<file path="src/rtl/sinfonia_jogo_param.sv">
// sinfonia_jogo_param
// Game core for the note-sequence memory game. Each round r shows notes 0..r
// read from an external note memory, then waits for the player to repeat
// them on the buttons. Tracks score, error budget, timeout and training mode.
// Ports:
//   clock, reset (synchronous, active-low)
//   jogar        start level (rising edge), treinamento / nivel latched on it
//   botoes       synchronised button levels
//   mem_addr     note memory address; mem_dado is the note index read back
//   leds         one-hot note shown / button echo
//   arduino_out  synth note code: 0 = silence, k+1 = note k
//   pontos       score; rodada current round
//   pronto/acertou/errou end-of-game flags; db_estado FSM state
module sinfonia_jogo_param #(
  parameter int N_NOTAS     = 7,
  parameter int DEPTH       = 16,
  parameter int NOTE_CICLOS = 1000,
  parameter int GAP_CICLOS  = 500,
  parameter int TIMEOUT_CIC = 5000,
  parameter int PONTOS_INI  = 100,
  parameter int PENALTY     = 10,
  parameter int BONUS       = 5,
  parameter int MAX_ERROS   = 3,
  parameter int PW          = 8,
  localparam int AW = $clog2(DEPTH),
  localparam int NW = $clog2(N_NOTAS),
  localparam int CW = $clog2(N_NOTAS + 1)
) (
  input  logic               clock,
  input  logic               reset,
  input  logic               jogar,
  input  logic               treinamento,
  input  logic               nivel,
  input  logic [N_NOTAS-1:0] botoes,
  output logic [AW-1:0]      mem_addr,
  input  logic [NW-1:0]      mem_dado,
  output logic [N_NOTAS-1:0] leds,
  output logic [CW-1:0]      arduino_out,
  output logic [PW-1:0]      pontos,
  output logic [AW-1:0]      rodada,
  output logic               pronto,
  output logic               acertou,
  output logic               errou,
  output logic [4:0]         db_estado
);

  // The timer is shared by SHOW, GAP and WAIT, so size it for the longest.
  localparam int TMAX0 = (NOTE_CICLOS > GAP_CICLOS) ? NOTE_CICLOS : GAP_CICLOS;
  localparam int TMAX  = (TMAX0 > TIMEOUT_CIC) ? TMAX0 : TIMEOUT_CIC;
  localparam int TW    = $clog2(TMAX + 1);
  localparam int EW    = $clog2(MAX_ERROS + 1);

  localparam logic [TW-1:0]      NOTE_LAST = TW'(NOTE_CICLOS - 1);
  localparam logic [TW-1:0]      GAP_LAST  = TW'(GAP_CICLOS - 1);
  localparam logic [TW-1:0]      TO_LAST   = TW'(TIMEOUT_CIC - 1);
  localparam logic [EW-1:0]      ERR_LAST  = EW'(MAX_ERROS - 1);
  localparam logic [AW-1:0]      LIM_FULL  = AW'(DEPTH - 1);
  localparam logic [AW-1:0]      LIM_HALF  = AW'(DEPTH / 2 - 1);
  localparam logic [PW-1:0]      PONTOS_W  = PW'(PONTOS_INI);
  localparam logic [PW:0]        BONUS_W   = (PW + 1)'(BONUS);
  localparam logic [PW:0]        PEN_W     = (PW + 1)'(PENALTY);
  localparam logic [N_NOTAS-1:0] ONE_N     = N_NOTAS'(1);

  typedef enum logic [4:0] {
    S_IDLE  = 5'd0,
    S_PREP  = 5'd1,
    S_SHOW  = 5'd2,
    S_GAP   = 5'd3,
    S_WAIT  = 5'd4,
    S_CHECK = 5'd5,
    S_NEXTN = 5'd6,
    S_NEXTR = 5'd7,
    S_ERR   = 5'd8,
    S_WIN   = 5'd9,
    S_LOSE  = 5'd10
  } state_t;

  state_t             state_reg;
  logic [AW-1:0]      addr_reg;
  logic [AW-1:0]      rodada_reg;
  logic [TW-1:0]      timer_reg;
  logic [EW-1:0]      erros_reg;
  logic [PW-1:0]      pontos_reg;
  logic [N_NOTAS-1:0] press_reg;
  logic [N_NOTAS-1:0] botoes_prev_reg;
  logic               jogar_prev_reg;
  logic               treino_reg;
  logic               nivel_reg;
  logic               pronto_reg;
  logic               acertou_reg;
  logic               errou_reg;

  logic               start_edge;
  logic               press;
  logic [N_NOTAS-1:0] nota_onehot;
  logic [AW-1:0]      lim;
  logic [PW:0]        soma_bonus;
  logic [PW-1:0]      pontos_mais;
  logic [PW-1:0]      pontos_menos;
  logic [CW-1:0]      codigo_botao;

  assign start_edge  = jogar & ~jogar_prev_reg;
  // A press only counts on a transition from all-released, so buttons still
  // held when WAIT is entered are ignored until they are let go.
  assign press       = (botoes != '0) && (botoes_prev_reg == '0);
  assign nota_onehot = ONE_N << mem_dado;
  assign lim         = nivel_reg ? LIM_FULL : LIM_HALF;

  // Saturating score arithmetic: add clips at all-ones, subtract clips at 0.
  assign soma_bonus   = {1'b0, pontos_reg} + BONUS_W;
  assign pontos_mais  = soma_bonus[PW] ? '1 : soma_bonus[PW-1:0];
  assign pontos_menos = ({1'b0, pontos_reg} < PEN_W) ? '0
                      : pontos_reg - PEN_W[PW-1:0];

  // Button echo to the synth is only meaningful for a single button.
  always_comb begin
    codigo_botao = '0;
    for (int i = 0; i < N_NOTAS; i++) begin
      if (botoes[i]) codigo_botao = CW'(i + 1);
    end
    if (!$onehot(botoes)) codigo_botao = '0;
  end

  always_ff @(posedge clock) begin
    if (!reset) begin
      state_reg       <= S_IDLE;
      addr_reg        <= '0;
      rodada_reg      <= '0;
      timer_reg       <= '0;
      erros_reg       <= '0;
      pontos_reg      <= '0;
      press_reg       <= '0;
      botoes_prev_reg <= '0;
      jogar_prev_reg  <= 1'b0;
      treino_reg      <= 1'b0;
      nivel_reg       <= 1'b0;
      pronto_reg      <= 1'b0;
      acertou_reg     <= 1'b0;
      errou_reg       <= 1'b0;
    end else begin
      jogar_prev_reg  <= jogar;
      botoes_prev_reg <= botoes;
      case (state_reg)
        S_IDLE, S_WIN, S_LOSE: begin
          if (start_edge) begin
            state_reg   <= S_PREP;
            pronto_reg  <= 1'b0;
            acertou_reg <= 1'b0;
            errou_reg   <= 1'b0;
            pontos_reg  <= PONTOS_W;
            erros_reg   <= '0;
            rodada_reg  <= '0;
            treino_reg  <= treinamento;
            nivel_reg   <= nivel;
          end
        end
        S_PREP: begin
          addr_reg  <= '0;
          timer_reg <= '0;
          state_reg <= S_SHOW;
        end
        S_SHOW: begin
          if (timer_reg == NOTE_LAST) begin
            timer_reg <= '0;
            state_reg <= S_GAP;
          end else begin
            timer_reg <= timer_reg + TW'(1);
          end
        end
        S_GAP: begin
          if (timer_reg == GAP_LAST) begin
            timer_reg <= '0;
            if (addr_reg < rodada_reg) begin
              addr_reg  <= addr_reg + AW'(1);
              state_reg <= S_SHOW;
            end else begin
              addr_reg  <= '0;
              state_reg <= S_WAIT;
            end
          end else begin
            timer_reg <= timer_reg + TW'(1);
          end
        end
        S_WAIT: begin
          // Press is tested first so it wins over a simultaneous timeout.
          if (press) begin
            press_reg <= botoes;
            state_reg <= S_CHECK;
          end else if (timer_reg == TO_LAST) begin
            state_reg <= S_ERR;
          end else begin
            timer_reg <= timer_reg + TW'(1);
          end
        end
        S_CHECK: begin
          // Exact match with the one-hot note also rejects multi-bit presses.
          if (press_reg == nota_onehot) begin
            if (addr_reg < rodada_reg) begin
              addr_reg  <= addr_reg + AW'(1);
              timer_reg <= '0;
              state_reg <= S_NEXTN;
            end else begin
              state_reg <= S_NEXTR;
            end
          end else begin
            state_reg <= S_ERR;
          end
        end
        S_NEXTN: begin
          timer_reg <= '0;
          if (botoes == '0) state_reg <= S_WAIT;
        end
        S_NEXTR: begin
          pontos_reg <= pontos_mais;
          if (rodada_reg == lim) begin
            pronto_reg  <= 1'b1;
            acertou_reg <= 1'b1;
            state_reg   <= S_WIN;
          end else begin
            rodada_reg <= rodada_reg + AW'(1);
            state_reg  <= S_PREP;
          end
        end
        S_ERR: begin
          if (treino_reg) begin
            state_reg <= S_PREP;
          end else begin
            pontos_reg <= pontos_menos;
            erros_reg  <= erros_reg + EW'(1);
            if (erros_reg == ERR_LAST) begin
              pronto_reg <= 1'b1;
              errou_reg  <= 1'b1;
              state_reg  <= S_LOSE;
            end else begin
              state_reg <= S_PREP;
            end
          end
        end
        default: state_reg <= S_IDLE;
      endcase
    end
  end

  // LED / synth drive is a pure function of the current state.
  always_comb begin
    leds        = '0;
    arduino_out = '0;
    case (state_reg)
      S_SHOW: begin
        leds        = nota_onehot;
        arduino_out = CW'(mem_dado) + CW'(1);
      end
      S_WAIT: begin
        leds        = botoes;
        arduino_out = codigo_botao;
      end
      default: ;
    endcase
  end

  assign mem_addr  = addr_reg;
  assign pontos    = pontos_reg;
  assign rodada    = rodada_reg;
  assign pronto    = pronto_reg;
  assign acertou   = acertou_reg;
  assign errou     = errou_reg;
  assign db_estado = state_reg;

endmodule

</file>
<file path="config.mk">
export PLATFORM = sky130hd
export DESIGN_NAME = sinfonia_jogo_param
export DESIGN_NICKNAME = d
export VERILOG_FILES = /design/src/rtl/sinfonia_jogo_param.sv
export SDC_FILE = /design/constraint.sdc
export NUM_CORES = 1
export LEC_CHECK = 0
export BUFFER_PORTS_ARGS = -buffer_cell sky130_fd_sc_hd__buf_2
export CAP_MARGIN = 25
export CELL_PAD_IN_SITES_DETAIL_PLACEMENT = 0
export CELL_PAD_IN_SITES_GLOBAL_PLACEMENT = 1
export CORE_ASPECT_RATIO = 1.1
export CORE_UTILIZATION = 30
export DETAILED_ROUTE_END_ITERATION = 12
export PLACE_DENSITY_LB_ADDON = 0.3
export SLEW_MARGIN = 10
export SYNTH_ARGS = -nofsm -noshare
export SYNTH_HDL_FRONTEND = slang
export SYNTH_SLANG_ARGS = --single-unit
</file>
<file path="constraint.sdc">
create_clock -name clock -period 4.1 [get_ports clock]
set_input_delay 0.41 -clock clock [delete_from_list [all_inputs] [get_ports clock]]
set_output_delay 0.41 -clock clock [all_outputs]
set_load 0.01 [all_outputs]
</file>
==> metrics.log <==
INFO  metric timing.hold.worst.class = in -> reg
INFO  metric antenna_cells = 0
INFO  metric pins_over_their_slew_limit = 0
INFO  metric power.total = roughly 1800 uW
INFO  metric layout.cells.most_common = dfxtp_1
INFO  metric design.final.nets = 531
INFO  metric status = completed
INFO  metric clk_pin_slew = 80 ps
INFO  metric worst_pin_slew = 879 ps
INFO  metric post_synth_xor_xnor_area = 1.65%
INFO  metric postCtsHoldBufs = 0
INFO  metric port_buf_inserts = 47
INFO  metric postCtsResizedCells = 0
INFO  metric synth.yosys.warnings = 0
INFO  metric design.core.area = between 10,000 and 15,000 um^2
INFO  metric regToRegSetupSlack = 1230 ps
INFO  metric wp_data_arrival = between 3000 and 4000 ps
INFO  metric max_ffs_per_register = 13
INFO  metric ff2ff_path_depth = 6
INFO  metric antenna_violating_nets_post_route = 0
INFO  metric ys_types = 70
INFO  metric placementRows = 42
INFO  metric ctsRootBufferMaster = clkbuf_16
INFO  metric cts.path.max_buffers = 2
INFO  metric drv_cap = 0
INFO  metric final_min_period_over_clock_period = roughly nine tenths
INFO  metric clock_insertion_delay_worst_skew = roughly 300 ps
INFO  metric post_cts_repair_setup_buffers = 0
INFO  metric power_density = between 400 and 500 nW/um^2
INFO  metric peakVddDrop = 246 uV
INFO  metric compound_cell_area_share_of_the_yosys_netlist = 29.0%
INFO  metric gpl.final_weighted_congestion = 0.838
INFO  metric critical_path_required = roughly 3700 ps
INFO  metric rsz0062_at_grt = false
INFO  metric max_slew_margin = 41.4%
INFO  metric synth_top_flop_cell = dfxtp_1
INFO  metric synth_fp_nets = 501
INFO  metric grt_pass1_wl = 16,600 um
INFO  metric synth_area = 3710 um^2
INFO  metric detail_route.vias_per_cell = approximately 5.5
INFO  metric final_critical_path_setup_slack = 489 ps
INFO  metric postSynth.asyncResetShare = 0%
INFO  metric crit_chain = buf_2 > inv_1 > fa_1 > fa_1 > fa_1 > inv_1 > fa_1 > nor3_1 > nand2_1 > o21ai_0 > buf_2
INFO  metric die_width = about 110 um
INFO  metric synth.yosys.seq_area_share = 29.7%
INFO  metric gr-total-overflow = 0
INFO  metric setup_viol = 0
INFO  metric crit_path_most_repeated_cell = fa_1
INFO  metric synth_top_family_by_area = compound AO/OA/AOI/OAI gates
INFO  metric finalClockSkew = 4.88 ps
INFO  metric first_global_vias = 3,364
INFO  metric floorplan.die_area = ~13,000 um^2
INFO  metric post_synth_inst_count = 465
INFO  metric worstSetupPathType = in -> out
INFO  metric syn_to_final_growth = 13.8%
INFO  metric post_synth_fa_ha_maj_area_fraction = between 7 and 8%
INFO  metric initial_utilization = 30.8%
INFO  metric synth-edff-count = 0
INFO  metric dr.first_iter.drc_count = 213
INFO  metric post-route-drc-count = 0
INFO  metric setup.worst_path.end_class = output port
INFO  metric path_buf_inv = 4
INFO  metric synth.avg_cell_area = 7.98 um^2
INFO  metric final_area = 4220 um^2
INFO  metric drt_pre_antenna_iters = 5
INFO  metric setup_tns = 0 ps
INFO  metric placement.cell_area = roughly 4000 um^2
INFO  metric timing.hold.worst_path_depth = 2
INFO  metric io-pin-count = between 40 and 50
INFO  metric crit_path_start_kind = input pin
INFO  metric drt-total-wl = 10,300 um
INFO  metric groute.usage.overall = 16.1%
INFO  metric critical_path.slowest_cell = fa_1
INFO  metric layout_min_cycle_time = around 3600 ps
INFO  metric dieHeight = 119 um
INFO  metric grt_antenna_before_repair = 0
INFO  metric cp.depth = 11
INFO  metric grt_start_max_net_pins = 32
INFO  metric hold_viol_final = 0
INFO  metric ys_seq_elements = 55
INFO  metric vias = 3,567
INFO  metric fmax = between 200 and 300 MHz
INFO  metric tritoncts = built
INFO  metric layout_common_cells = dfxtp_1 (55), buf_2 (47), nor2_1 (40), a21oi_1 (37)
INFO  metric post_route_cells_drive_above_1_share = about 14%
INFO  metric critPathTopFamily = adder cells
INFO  metric dp_worst_setup_slack = roughly 460 ps
INFO  metric critical-path-max-stage-delay = between 500 and 600 ps
INFO  metric synth-simple-area-share = 22.7%
INFO  metric holdWs = about 350 ps
INFO  metric timing.critical_path.fanout_max = 4
INFO  metric htreeDepth = 2
INFO  metric routed_wire_length_per_instance = roughly 16 um
INFO  metric static-leakage-power = roughly 0.0017 uW
INFO  metric dp_hpwl = around 7400 um
INFO  metric muxShareOfSynthArea = roughly 2.7%
INFO  metric clock_sink_count = 55
INFO  metric cts_buffers = 5
[kinds of logic after synthesis]
kind of cell,count (synthesis)
AND/OR/NAND/NOR,158
AO/OA/AOI/OAI,154
buffers and inverters,59
flip-flops,55
adder cells (fa/ha/maj),21
multiplexers,10
XOR/XNOR,7
other,1
[per-layer routing]
metal  global-route usage, %  vias to the layer above  wire length, um
li1                        -                     1779                -
met1                    20.8                     1713             4730
met2                    26.6                       68             5010
met3                    3.47                        7              455
met4                    4.28                        0               86
met5                       0                        -                0
[worst register-to-register path: cells and delay by family, from the launching register on]
family | cells | cell delay, ps
AOI/OAI and AO/OA | 3 | 1310
DFF | 1 | 800
and+or+nand+nor | 3 | 630
[stage by stage]
step           instances  utilization, %
2_1_floorplan        465               -
3_3_place_gp         642            33.6
3_5_place_dp         642            33.6
4_1_cts              650            35.1
5_1_grt              650            35.1
6_report             650            35.1
[cell usage after synthesis (6+ instances only)]
library cell  count  area, um^2
mux2i_1          10         100
a31oi_1           8        50.1
a21oi_1          37         185
ha_1             17         213
and3_1            7        43.8
nand2_1          33         124
or3_1             6        37.5
nand3_1           9        45.0
inv_1            33         124
a211oi_1          8        60.1
nor2_1           40         150
clkbuf_1         22        82.6
dfxtp_1          55        1100
nor3_1            9        45.0
nand4b_1          8        70.1
xnor2_1           6        52.6
nand2b_1         11        68.8
o21ai_0          29         145
o2bb2ai_1         8        70.1
and2_1            6        37.5
[area by class of cell]
type	count	area (um^2)
Fill cell	1280	7810
Tap cell	154	193
Clock inverter	3	47.5
Clock buffer	5	125
Timing Repair Buffer	49	250
Sequential cell	55	1100
Inverter	33	124
Multi-Input combinational cell	351	2380
[final timing paths]
kind / start / endpoint
min reg2reg: acertou / acertou
min: jogar / jogar_prev_reg
max: botoes[0] / arduino_out[1]
max reg2reg: db_estado[2] / timer_reg[3]
[power breakdown]
group	total (uW)	switching [uW]	leakage [uW]	internal, uW
Clock	507	215	0.0000844	292
Combinational	633	395	0.00114	238
Sequential	682	101	0.000447	581
Total	1820	711	0.00167	1110
(Power assumes the default switching activity.)
